`src/rtl/vend_pkg.sv`:
```
// Shared constants for the vending session controller: state codes, item codes, default prices.
package vend_pkg;

  localparam logic [1:0] StIdle    = 2'd0;
  localparam logic [1:0] StCollect = 2'd1;
  localparam logic [1:0] StVend    = 2'd2;
  localparam logic [1:0] StChange  = 2'd3;

  localparam logic [3:0] Item1 = 4'b0001;
  localparam logic [3:0] Item2 = 4'b0010;
  localparam logic [3:0] Item3 = 4'b0100;
  localparam logic [3:0] Item4 = 4'b1000;

  localparam int unsigned DefPrice1  = 3;
  localparam int unsigned DefPrice2  = 4;
  localparam int unsigned DefPrice3  = 5;
  localparam int unsigned DefPrice4  = 6;
  localparam int unsigned DefCreditW = 4;

  localparam int unsigned NickelVal = 1;
  localparam int unsigned DimeVal   = 2;

endpackage

```
`src/rtl/vend_timeout_timer.sv`:
```
// Idle-cycle counter for the COLLECT state; expire is decoded from the registered count.
module vend_timeout_timer #(
  parameter int unsigned TIMEOUT_CYC = 1024
) (
  input  logic clock,
  input  logic reset_n,
  input  logic clear,
  input  logic enable,
  output logic expire
);

  localparam int unsigned W = (TIMEOUT_CYC > 1) ? $clog2(TIMEOUT_CYC) : 1;
  localparam logic [W-1:0] Last = W'(TIMEOUT_CYC - 1);

  logic [W-1:0] cnt_q;

  always_ff @(posedge clock or negedge reset_n) begin
    if (!reset_n) begin
      cnt_q <= '0;
    end else if (clear) begin
      cnt_q <= '0;
    end else if (enable && (cnt_q != Last)) begin
      cnt_q <= cnt_q + W'(1);
    end
  end

  assign expire = enable && (cnt_q == Last);

endmodule

```
`src/rtl/vend_session_controller.sv`:
```
// One-transaction vending controller: select, collect credit, vend, then return change or refund.
module vend_session_controller
  import vend_pkg::*;
#(
  parameter int unsigned PRICE1      = DefPrice1,
  parameter int unsigned PRICE2      = DefPrice2,
  parameter int unsigned PRICE3      = DefPrice3,
  parameter int unsigned PRICE4      = DefPrice4,
  parameter int unsigned CREDIT_W    = DefCreditW,
  parameter int unsigned TIMEOUT_CYC = 1024
) (
  input  logic                clock,
  input  logic                reset_n,
  input  logic [3:0]          item_number,
  input  logic                item_valid,
  input  logic                nickel_in,
  input  logic                dime_in,
  input  logic                cancel,
  output logic                busy,
  output logic                dispense,
  output logic [3:0]          dispensed_item,
  output logic                nickel_out,
  output logic                coin_reject,
  output logic [CREDIT_W-1:0] credit
);

  logic [1:0]          state_q, state_d;
  logic [CREDIT_W-1:0] credit_q, credit_d;
  logic [3:0]          item_q, item_d;
  logic                coin_reject_q, coin_reject_d;
  logic [CREDIT_W-1:0] coin_val, credit_sum, price;
  logic                coin, sel_ok, expire, timer_clear, timer_en;

  assign coin       = nickel_in | dime_in;
  assign coin_val   = (nickel_in ? CREDIT_W'(NickelVal) : '0) + (dime_in ? CREDIT_W'(DimeVal) : '0);
  assign credit_sum = credit_q + coin_val;
  assign sel_ok     = item_valid && (item_number != 4'd0) &&
                      ((item_number & (item_number - 4'd1)) == 4'd0);

  always_comb begin
    case (item_q)
      Item1:   price = CREDIT_W'(PRICE1);
      Item2:   price = CREDIT_W'(PRICE2);
      Item3:   price = CREDIT_W'(PRICE3);
      Item4:   price = CREDIT_W'(PRICE4);
      default: price = '0;
    endcase
  end

  // Count only idle COLLECT cycles; any accepted coin restarts the window.
  assign timer_en    = (state_q == StCollect);
  assign timer_clear = !timer_en || coin;

  vend_timeout_timer #(
    .TIMEOUT_CYC(TIMEOUT_CYC)
  ) u_timer (
    .clock  (clock),
    .reset_n(reset_n),
    .clear  (timer_clear),
    .enable (timer_en),
    .expire (expire)
  );

  always_comb begin
    state_d       = state_q;
    credit_d      = credit_q;
    item_d        = item_q;
    coin_reject_d = coin && (state_q != StCollect);
    case (state_q)
      StIdle: begin
        if (sel_ok) begin
          state_d = StCollect;
          item_d  = item_number;
        end
      end
      StCollect: begin
        if (coin) credit_d = credit_sum;
        // A price-completing coin beats a simultaneous cancel or timeout.
        if (coin && (credit_sum >= price)) begin
          state_d = StVend;
        end else if (cancel || expire) begin
          state_d = (credit_sum != '0) ? StChange : StIdle;
        end
      end
      StVend: begin
        credit_d = credit_q - price;
        state_d  = (credit_d != '0) ? StChange : StIdle;
      end
      StChange: begin
        credit_d = credit_q - CREDIT_W'(1);
        if (credit_q == CREDIT_W'(1)) state_d = StIdle;
      end
      default: state_d = StIdle;
    endcase
  end

  always_ff @(posedge clock or negedge reset_n) begin
    if (!reset_n) begin
      state_q       <= StIdle;
      credit_q      <= '0;
      item_q        <= '0;
      coin_reject_q <= 1'b0;
    end else begin
      state_q       <= state_d;
      credit_q      <= credit_d;
      item_q        <= item_d;
      coin_reject_q <= coin_reject_d;
    end
  end

  assign busy           = (state_q != StIdle);
  assign dispense       = (state_q == StVend);
  assign dispensed_item = dispense ? item_q : 4'd0;
  assign nickel_out     = (state_q == StChange);
  assign coin_reject    = coin_reject_q;
  assign credit         = credit_q;

endmodule

```
`config.mk`:
```
export PLATFORM = sky130hd
export DESIGN_NAME = vend_session_controller
export DESIGN_NICKNAME = d
export VERILOG_FILES = /design/src/rtl/vend_pkg.sv /design/src/rtl/vend_timeout_timer.sv /design/src/rtl/vend_session_controller.sv
export SDC_FILE = /design/constraint.sdc
export NUM_CORES = 1
export LEC_CHECK = 0
export CORE_ASPECT_RATIO = 0.9
export CORE_UTILIZATION = 50
export CTS_CLUSTER_SIZE = 40
export DETAILED_ROUTE_END_ITERATION = 8
export PLACE_DENSITY = 0.74
export SYNTH_ARGS = -nofsm -noshare
export SYNTH_HDL_FRONTEND = slang
export SYNTH_SLANG_ARGS = --single-unit
export TNS_END_PERCENT = 30
```
`constraint.sdc`:
```
create_clock -name clock -period 3.5 [get_ports clock]
set_input_delay 0.7 -clock clock [delete_from_list [all_inputs] [get_ports clock]]
set_output_delay 0.7 -clock clock [all_outputs]
set_load 0.005 [all_outputs]
```
# After elaboration in Yosys (flattened, before gate mapping)
# Cells that the tools add are included.
dict set report word_totals {
  reg_bits 21
  input_bits 10
  out_inout_bits 12
  elab_cells 64
}
dict set report classes {
  n_addsub 6
  order_cmp 1
  n_eq_ne 15
  muxes 15
  bitwise_logic 2
  reduce_logical 20
}
# cell n
set ops {}
lappend ops {{$mux 10} 2}
lappend ops {{$mux 2} 7}
lappend ops {{$pmux 3 s4} 1}
lappend ops {{$pmux 4 s3} 1}
lappend ops {{$reduce_bool 4->1} 3}
lappend ops {{$add 10x1->10 const B} 1}
lappend ops {{$eq 10x10->1 const B} 1}
lappend ops {{$ne 10x10->1 const B} 1}
lappend ops {{$eq 4x1->1 const B} 2}
lappend ops {{$mux 4} 2}
lappend ops {{$pmux 2 s4} 1}
lappend ops {{$sub 4x1->4 const B} 2}
lappend ops {{$logic_and 1x1->1} 6}
lappend ops {{$add 4x3->4} 1}
lappend ops {{$and 4x4->4} 1}
lappend ops {{$eq 2x2->1 const B} 2}
lappend ops {{$eq 4x2->1 const B} 1}
lappend ops {{$eq 4x3->1 const B} 1}
lappend ops {{$eq 4x4->1 const B} 1}
lappend ops {{$ge 4x4->1} 1}
lappend ops {{$logic_not 4->1} 1}
lappend ops {{$ne 2x1->1 const B} 2}
lappend ops {{$ne 2x2->1 const B} 2}
lappend ops {{$reduce_and 2->1} 2}
lappend ops {{12 further kinds} 14}

# Longest topological paths before layout
# Gate-level depths: netlist of run 1.
dict set report depth {
  ltp_word 8
  ltp_mapped 9
  mapped_depth_nobuf 9
}

# Modules after synthesis
# A second synthesis of run 1 with hierarchy kept.
dict set report unflattened {
  hier_cells 194
  hier_area_um2 1744.2
}
# mod instances cells_each area_per_inst_um2
set by_module_without_submodules {}
lappend by_module_without_submodules {vend_session_controller 1 123 1093.5}
lappend by_module_without_submodules {vend_timeout_timer 1 71 650.6}

# Least setup slack after synthesis of run 1
# Ideal clock, no wire load.
dict set report synth_timing {
  path_type {input port to flip-flop}
  from {in nickel_in}
  to {reg state_q[0]}
  arrival_ps 2510
  required_time_ps 3369
  path_slack_ps 858
  stages 9
  path_cell_list {ha_1 -> fa_1 -> xor2_1 -> ha_1 -> nand2_1 -> o21ai_0 -> nand2_1 -> o2111a_1 -> or3_1}
}
dict set report synth_between {
  elab_chain_len 8
  word_cells_on_any_way 13
  cone_classes {add/sub: 2; order compare: 1; eq/ne: 1; mux: 5; bitwise: 1; reduce/logical: 3}
}
# element line_no
set synth_rtl {}
lappend synth_rtl {{start, declared} vend_session_controller.sv:16} ;# input logic nickel_in,
lappend synth_rtl {{branches (longest 8 deep; another with $add 4x3->4)} n/a}
lappend synth_rtl {{end signal, assigned} vend_session_controller.sv:99} ;# state_q <= StIdle;
lappend synth_rtl {{end signal, assigned} vend_session_controller.sv:104} ;# state_q <= state_d;
lappend synth_rtl {{end, declared} vend_session_controller.sv:27} ;# logic [1:0] state_q, state_d;
# Several ways; the timed one is not identified. The select of a mux whose other input is x is not followed.
# A chain may end at the register's enable or synchronous reset.

# Final worst setup path of run 1
# Ends and elaborated chain as after synthesis.

==> results of run 1 <==
==> per-layer routing <==
metal | vias to the layer above | part of all wire (%) | GRT usage, %
met5 | - | 0 | 0
met4 | 0 | 1.2 | 7.58
met3 | 4 | 3.8 | 2.56
met2 | 33 | 48 | 38.8
met1 | 639 | 47 | 29.4
li1 | 643 | - | -
==> cell usage after synthesis (3+ instances only) <==
master    number  share of area, %
o21ai_0        7               2.3
dfrtp_1       21                34
xor2_1        10               5.6
ha_1          11               8.8
nor2_1        12               2.9
nand2_1       12               2.9
and2_1         7               2.8
mux2i_1        3               1.9
a21oi_1        9               2.9
nand3b_1       5               2.4
nor2b_1        5               2.0
nor3_1         5               1.6
a31oi_1        4               1.6
nand3_1        6               1.9
mux2_2         4               2.9
nand4_1        4               1.6
o211ai_1       3               1.4
inv_1          6               1.4
clkbuf_1       5               1.2
and3_1         3               1.2
xnor2_1        5               2.8
==> power groups by stage <==
stage	clock, uW	combinational (uW)	sequential (uW)
finish	121	930	444
global route	133	1070	461
CTS	123	930	441
detailed placement	0	925	447
global placement	0	893	442
floorplan	0	696	383
==> metrics by stage <==
| step | utilization [%] | total power [uW] |
|---|---|---|
| 6_report | 64.3 | 1490 |
| 5_1_grt | 64.3 | 1660 |
| 4_1_cts | 64.3 | 1490 |
| 3_5_place_dp | 63.3 | 1370 |
| 3_3_place_gp | 63.3 | 1340 |
| 2_1_floorplan | - | 1080 |
==> cell type report <==
type | instances | area share [%]
repair buffers | 22 | 11.9
flip-flops and latches | 21 | 28.8
clock inverters | 1 | 0.274
inverters | 6 | 1.23
multi-input cells | 136 | 53.8
clock buffers | 3 | 1.23
well taps | 40 | 2.74
==> final timing paths <==
kind | end | slack [ns] | cells past startpoint | start
setup reg to reg | state_q[0] | 0.90 | 9 | credit[0]
hold reg to reg | credit[2] | 0.57 | 1 | state_q[1]
setup / recovery | state_q[0] | 0.54 | 10 | nickel_in
min in group asynchronous | credit[1] | 0.92 | 1 | reset_n
max in group asynchronous | credit[2] | 1.98 | 1 | reset_n
hold / removal | credit[2] | 0.57 | 1 | state_q[1]
==> sequential cells by signal, indices dropped and copies added (netlist names) <==
register       count
u_timer.cnt_q     10
credit             4
item_q             4
state_q            2
coin_reject        1
==> worst register-to-register path, stage by stage, from the launching register on <==
cell      delay, ns
dfrtp_1        0.48
ha_1           0.26
fa_1           0.41
xor2_1         0.17
ha_1           0.32
nand2_1        0.05
o21ai_0        0.20
nand2_1        0.11
o2111a_1       0.14
or3_1          0.35
==> cells by family after synthesis <==
logic type	share of synthesized area, %
AO/OA/AOI/OAI	13.8
multiplexers	4.83
buffers and inverters	3.14
adder cells (fa/ha/maj)	11.4
AND/OR/NAND/NOR	24.6
flip-flops	33.8
XOR/XNOR	8.45
==> reports/metrics.cfg, run 1 <==
[power_and_ir_drop]
p_sw_uw = 671
netSwitchingFraction_pct = 44.9
power_density_nw_per_um2 = 819
ir_drop_uv = 514
leakage_uw = 0.000790
clkPwrFrac_pct = 8.1
combPwrFrac_pct = 62.2
cell_internal_pwr_uw = 824
seq_power_share_pct = 29.7

[setup_path]
end_kind = flop
critPathTopFamily = adder cells
crit_required_ns = 3.69
cp_cell_sequence = clkdlybuf4s50_1 -> ha_1 -> fa_1 -> xor2_1 -> ha_1 -> nand2_1 -> o21ai_0 -> nand2_1 -> o2111a_1 -> or3_1
slowest_stage = clkdlybuf4s50_1
arrival_ns = 3.15
crit_buf_inv = 1
slowest_delay_ns = 0.45
startpoint_type = input port
critPathMaxFanout = 3
crit_type = in -> reg

[logic_synthesis]
synth_cell_type_count = 38
syn_inst = 169
avgSynthCellArea_um2 = 9.20
netlist_area_um2 = 1560
synth-main-ff-cell = dfrtp_1
syn_nets = 192
yosys_warnings = 0
synthArstFlopShare_pct = 100
yosysSeqAreaShare_pct = 33.8
ys_seq_elements = 21
synth_edf_count = 0

[timing]
finClkSkew_ns = 0.00199
timing.final.ws_setup_ns = 0.543
rsz0062_at_grt = false
slew_violations = 0
slew_headroom_pct = 33.8
fmax_mhz = 338
report.final.setup_viol = 0
fin_crit_sh_pct = 84.5
timing.hold.ws_ns = 0.573
hold_viol_final = 0
setup_tns_ns = 0
period_minus_slack_ns = 2.96
worst_pin_slew_ns = 0.990

[cells_and_area]
mostFrequentLayoutCells = dfrtp_1 (21), clkdlybuf4s50_1 (21), nor2_1 (12), nand2_1 (12), ha_1 (11)
final_cell_area_um2 = 1820
multiInputGateArea_um2 = 981
nFillCells = 252
n_antenna_cell = 0
seqCellArea_um2 = 526
stdcell_count = 229
finalNetCount = 213
drive_gt1_share_pct = 6.88
syn2layout_area_growth_pct = 17.3

[detailed_routing]
firstDrtPassIters = 4
totalWireLength_um = 3330
wl_per_cell_um = 14.5
vias = 1319
viasPerCell = 5.76
first_iter_violations = 90
route.detailed.drc = 0
drtAntennaViolNets = 0

[placed_design]
portBuffers = 21
placed_area_um2 = 1800
gp_congestion = 0.849
pre_cts_slack_ns = 0.213
place_inst = 225
hpwl_um = 2520

[clock_tree]
cts_buffers = 3
post_cts_buffers = 0
cts.sinks = 21
ctsHoldBuffers = 0
cts_tree = built
ctsHtreeMaxLevel = 1
clk_latency_ns = 0.30
clk_pin_slew_ns = 0.12
clockRootBuffer = clkbuf_4
cts_resized = 0
cts.path.max_buffers = 2

[global_route]
grt_max_degree = 22
grt_pass1_wl_um = 5450
grt-ovfl-total = 0
grt_usage_pct = 22.4
grt_antenna_before_repair = 0
grt_pass1_vias = 1210

[hold_path]
hold_path_class = reg -> reg

[outcome]
status = finished clean

[die]
floorplan.die.width_um = 60.8
ios = 22
start_util_pct = 54.8
num_rows = 18
core_area_um2 = 2840
die_h_um = 54.9
dieArea_um2 = 3340

[job]
cap_violations = 0

No activity file was read; power rests on OpenSTA's default activity.
==> run 2, diff against run 1 <==
--- a/config.mk
+++ b/config.mk
@@ -6,10 +6,10 @@
 export NUM_CORES = 1
 export LEC_CHECK = 0
 export CORE_ASPECT_RATIO = 0.9
-export CORE_UTILIZATION = 50
+export CORE_UTILIZATION = 49
 export CTS_CLUSTER_SIZE = 40
 export DETAILED_ROUTE_END_ITERATION = 8
-export PLACE_DENSITY = 0.74
+export PLACE_DENSITY = 0.76
 export SYNTH_ARGS = -nofsm -noshare
 export SYNTH_HDL_FRONTEND = slang
 export SYNTH_SLANG_ARGS = --single-unit
==> constraint.sdc (replaced) <==
create_clock -name clock -period 2.5 [get_ports clock]
set_input_delay 0.5 -clock clock [delete_from_list [all_inputs] [get_ports clock]]
set_output_delay 0.5 -clock clock [all_outputs]
set_load 0.005 [all_outputs]
==> run 2 against run 1 <==
Effect of this change:
- clock skew increased by 0.010 ns
- die area rose by 2.0%
- setup slack got worse by 0.47 ns
- first-iteration DRC count fell by 31%
- total power is 71% higher
- non-clock buffer count increased by 17
- sequential power grew 33%
- via count increased by 5.6%
- wire length is 9.0% higher
- register-to-register slack worse by 0.83 ns
- clock power is 38% higher
- worst hold slack got worse by 0.056 ns
- critical path type is now reg -> reg
- largest power group unchanged
- highest routed layer unchanged
==> reports/metrics.cfg, run 2 (synthesis results as in run 1) <==
[die]
core_area_um2 = 3040  ; +7.2%
ios = 22  ; unchanged
num_rows = 19  ; +1
die_h_um = 55.4  ; +0.97%
start_util_pct = 51.1  ; -3.7 points
floorplan.die.width_um = 61.4  ; +0.98%
dieArea_um2 = 3400  ; +2.0%

[cells_and_area]
multiInputGateArea_um2 = 1060  ; +7.7%
layout_commonest_cell = dfrtp_1
nFillCells = 266  ; +5.6%
mostFrequentLayoutCells = dfrtp_1 (21), clkdlybuf4s50_1 (19), buf_4 (16), nor2_1 (12), nand2_1 (12)
n_antenna_cell = 0  ; unchanged
regMostFlops = u_timer.cnt_q
largest_reg_flops = 10  ; unchanged
drive_gt1_share_pct = 21.4  ; +14 points
final_cell_area_um2 = 2040  ; +12%
fin_util_pct = 66.9  ; +2.7 points
finalNetCount = 230  ; +8.0%
seqCellArea_um2 = 526  ; unchanged
syn2layout_area_growth_pct = 31.0

[detailed_routing]
drtAntennaViolNets = 0  ; unchanged
totalWireLength_um = 3620  ; +9.0%
firstDrtPassIters = 4  ; unchanged
route.detailed.drc = 0  ; unchanged
first_iter_violations = 62  ; -31%
vias = 1393  ; +5.6%
viasPerCell = 5.62  ; -2.5%
wl_per_cell_um = 14.6  ; +0.61%

[timing]
report.final.setup_viol = 0  ; unchanged
hold_viol_final = 0  ; unchanged
finClkSkew_ns = 0.0122  ; +0.0102 ns
fin_crit_sh_pct = 97.1
period_minus_slack_ns = 2.43
slew_violations = 0  ; unchanged
worst_pin_slew_ns = 0.407  ; -0.583 ns
fmax_mhz = 412
rsz0062_at_grt = true
slew_headroom_pct = 72.9  ; +39 points
timing.final.ws_setup_ns = 0.0724  ; -0.471 ns

[setup_path]
r2r-end = state_q[0]
crit_type = reg -> reg
startpoint_type = flop
slowest_delay_ns = 0.53  ; +0.08 ns
r2r_cells = 9  ; unchanged
arrival_ns = 2.63  ; -0.52 ns
crit_required_ns = 2.70  ; -0.99 ns
cp_cell_sequence = xnor2_2 -> nor3_2 -> ha_2 -> fa_2 -> nor2b_4 -> nand3_2 -> o211ai_1 -> o21ai_1 -> or3_1
critPathMaxFanout = 2  ; -1
rr_startpoint = item_q[2]
ff2ff_setup_slack_ns = 0.07  ; -0.83 ns
end_kind = flop
slowest_stage = fa_2
crit_buf_inv = 0  ; -1
critPathTopFamily = adder cells

[placed_design]
placed_area_um2 = 1890  ; +5.2%
hpwl_um = 2660  ; +5.3%
gp_congestion = 0.843  ; -0.75%
portBuffers = 21  ; unchanged
pre_cts_slack_ns = -0.636  ; -0.849 ns

[job]
cap_violations = 0  ; unchanged

[global_route]
grt-ovfl-total = 0  ; unchanged
grt_pass1_vias = 1348  ; +11%
grt_antenna_before_repair = 0  ; unchanged
grt_usage_pct = 23.1  ; +0.65 points
grt_pass1_wl_um = 5960  ; +9.4%
grt_max_degree = 22  ; unchanged

[clock_tree]
clk_pin_slew_ns = 0.12  ; about the same
cts.sinks = 21  ; unchanged
cts_tree = built
cts_buffers = 3  ; unchanged
cts.path.max_buffers = 2  ; unchanged
clockRootBuffer = clkbuf_4
clk_latency_ns = 0.31  ; about the same
ctsHtreeMaxLevel = 1  ; unchanged

[hold_path]
hold_path_class = in -> async

[power_and_ir_drop]
p_sw_uw = 1100  ; +64%
power_density_nw_per_um2 = 1260  ; +53%
combPwrFrac_pct = 70.4  ; +8.2 points
leakage_uw = 0.000895  ; +13%
seq_power_share_pct = 23.0  ; -6.7 points
netSwitchingFraction_pct = 42.9  ; -2.0 points
ir_drop_uv = 785  ; +53%
cell_internal_pwr_uw = 1460  ; +78%
clkPwrFrac_pct = 6.5  ; -1.6 points

[outcome]
status = finished clean

run 2: changes by cell type in the layout (fill, tap and decap cells not counted), sizes merged:
cell / before / now
dlygate4sd2: 0 / 1
buf: 1 / 18
clkdlybuf4s50: 21 / 19
dlymetal6s2s: 0 / 1
clkinv: 1 / 0
clkbuf: 3 / 4
run 2: worst max-delay path by stage:
stage | to | depth (start not counted) | start | slack, ns
2_1_floorplan | state_q[0] | 9 | nickel_in | 0.06
3_3_place_gp | state_q[0] | 10 | nickel_in | -0.46
3_5_place_dp | state_q[0] | 10 | nickel_in | -0.64
4_1_cts | state_q[0] | 9 | item_q[0] | 0.03
5_1_grt | state_q[0] | 9 | item_q[0] | -0.1
6_report | state_q[0] | 9 | item_q[2] | 0.07
run 2: cell type report:
cell class / instances / share of cell area, %
Multi-Input combinational cell: 136 / 51.8
Timing Repair Buffer: 39 / 17.4
Clock buffer: 4 / 1.29
Tap cell: 42 / 2.58
Inverter: 6 / 1.11
Sequential cell: 21 / 25.8
run 2: routing by layer:
layer	vias to the layer above	GRT usage, %	wire length [um]
met2	54	38.0	1790
met1	661	30.8	1580
met4	0	4.76	33
met3	4	5.15	215
li1	674	-	-
met5	-	0	0
run 2: power by group through the flow:
stage	logic, uW	clock network [uW]	registers (uW)
detailed placement	1480	0	581
finish	1800	167	590
global route	2000	186	609
floorplan	974	0	536
CTS	1580	169	571
global placement	1420	0	577
run 2: timing repair:
action,CTS,global route
endpoints found under the setup margin,2,1
hold buffers,0,0
gates cloned,0,0
setup buffers,3,2
resized for setup,5,17
pin swaps,5,14
run 2: through the flow:
stage          power [uW]  std cells  setup TNS [ns]  hold slack, ns
2_1_floorplan        1510        169               0           0.204
3_3_place_gp         1990        239          -0.832           0.522
3_5_place_dp         2060        239           -1.12           0.538
4_1_cts              2320        246               0           0.530
5_1_grt              2790        248         -0.0951           0.521
6_report             2560        248               0           0.518
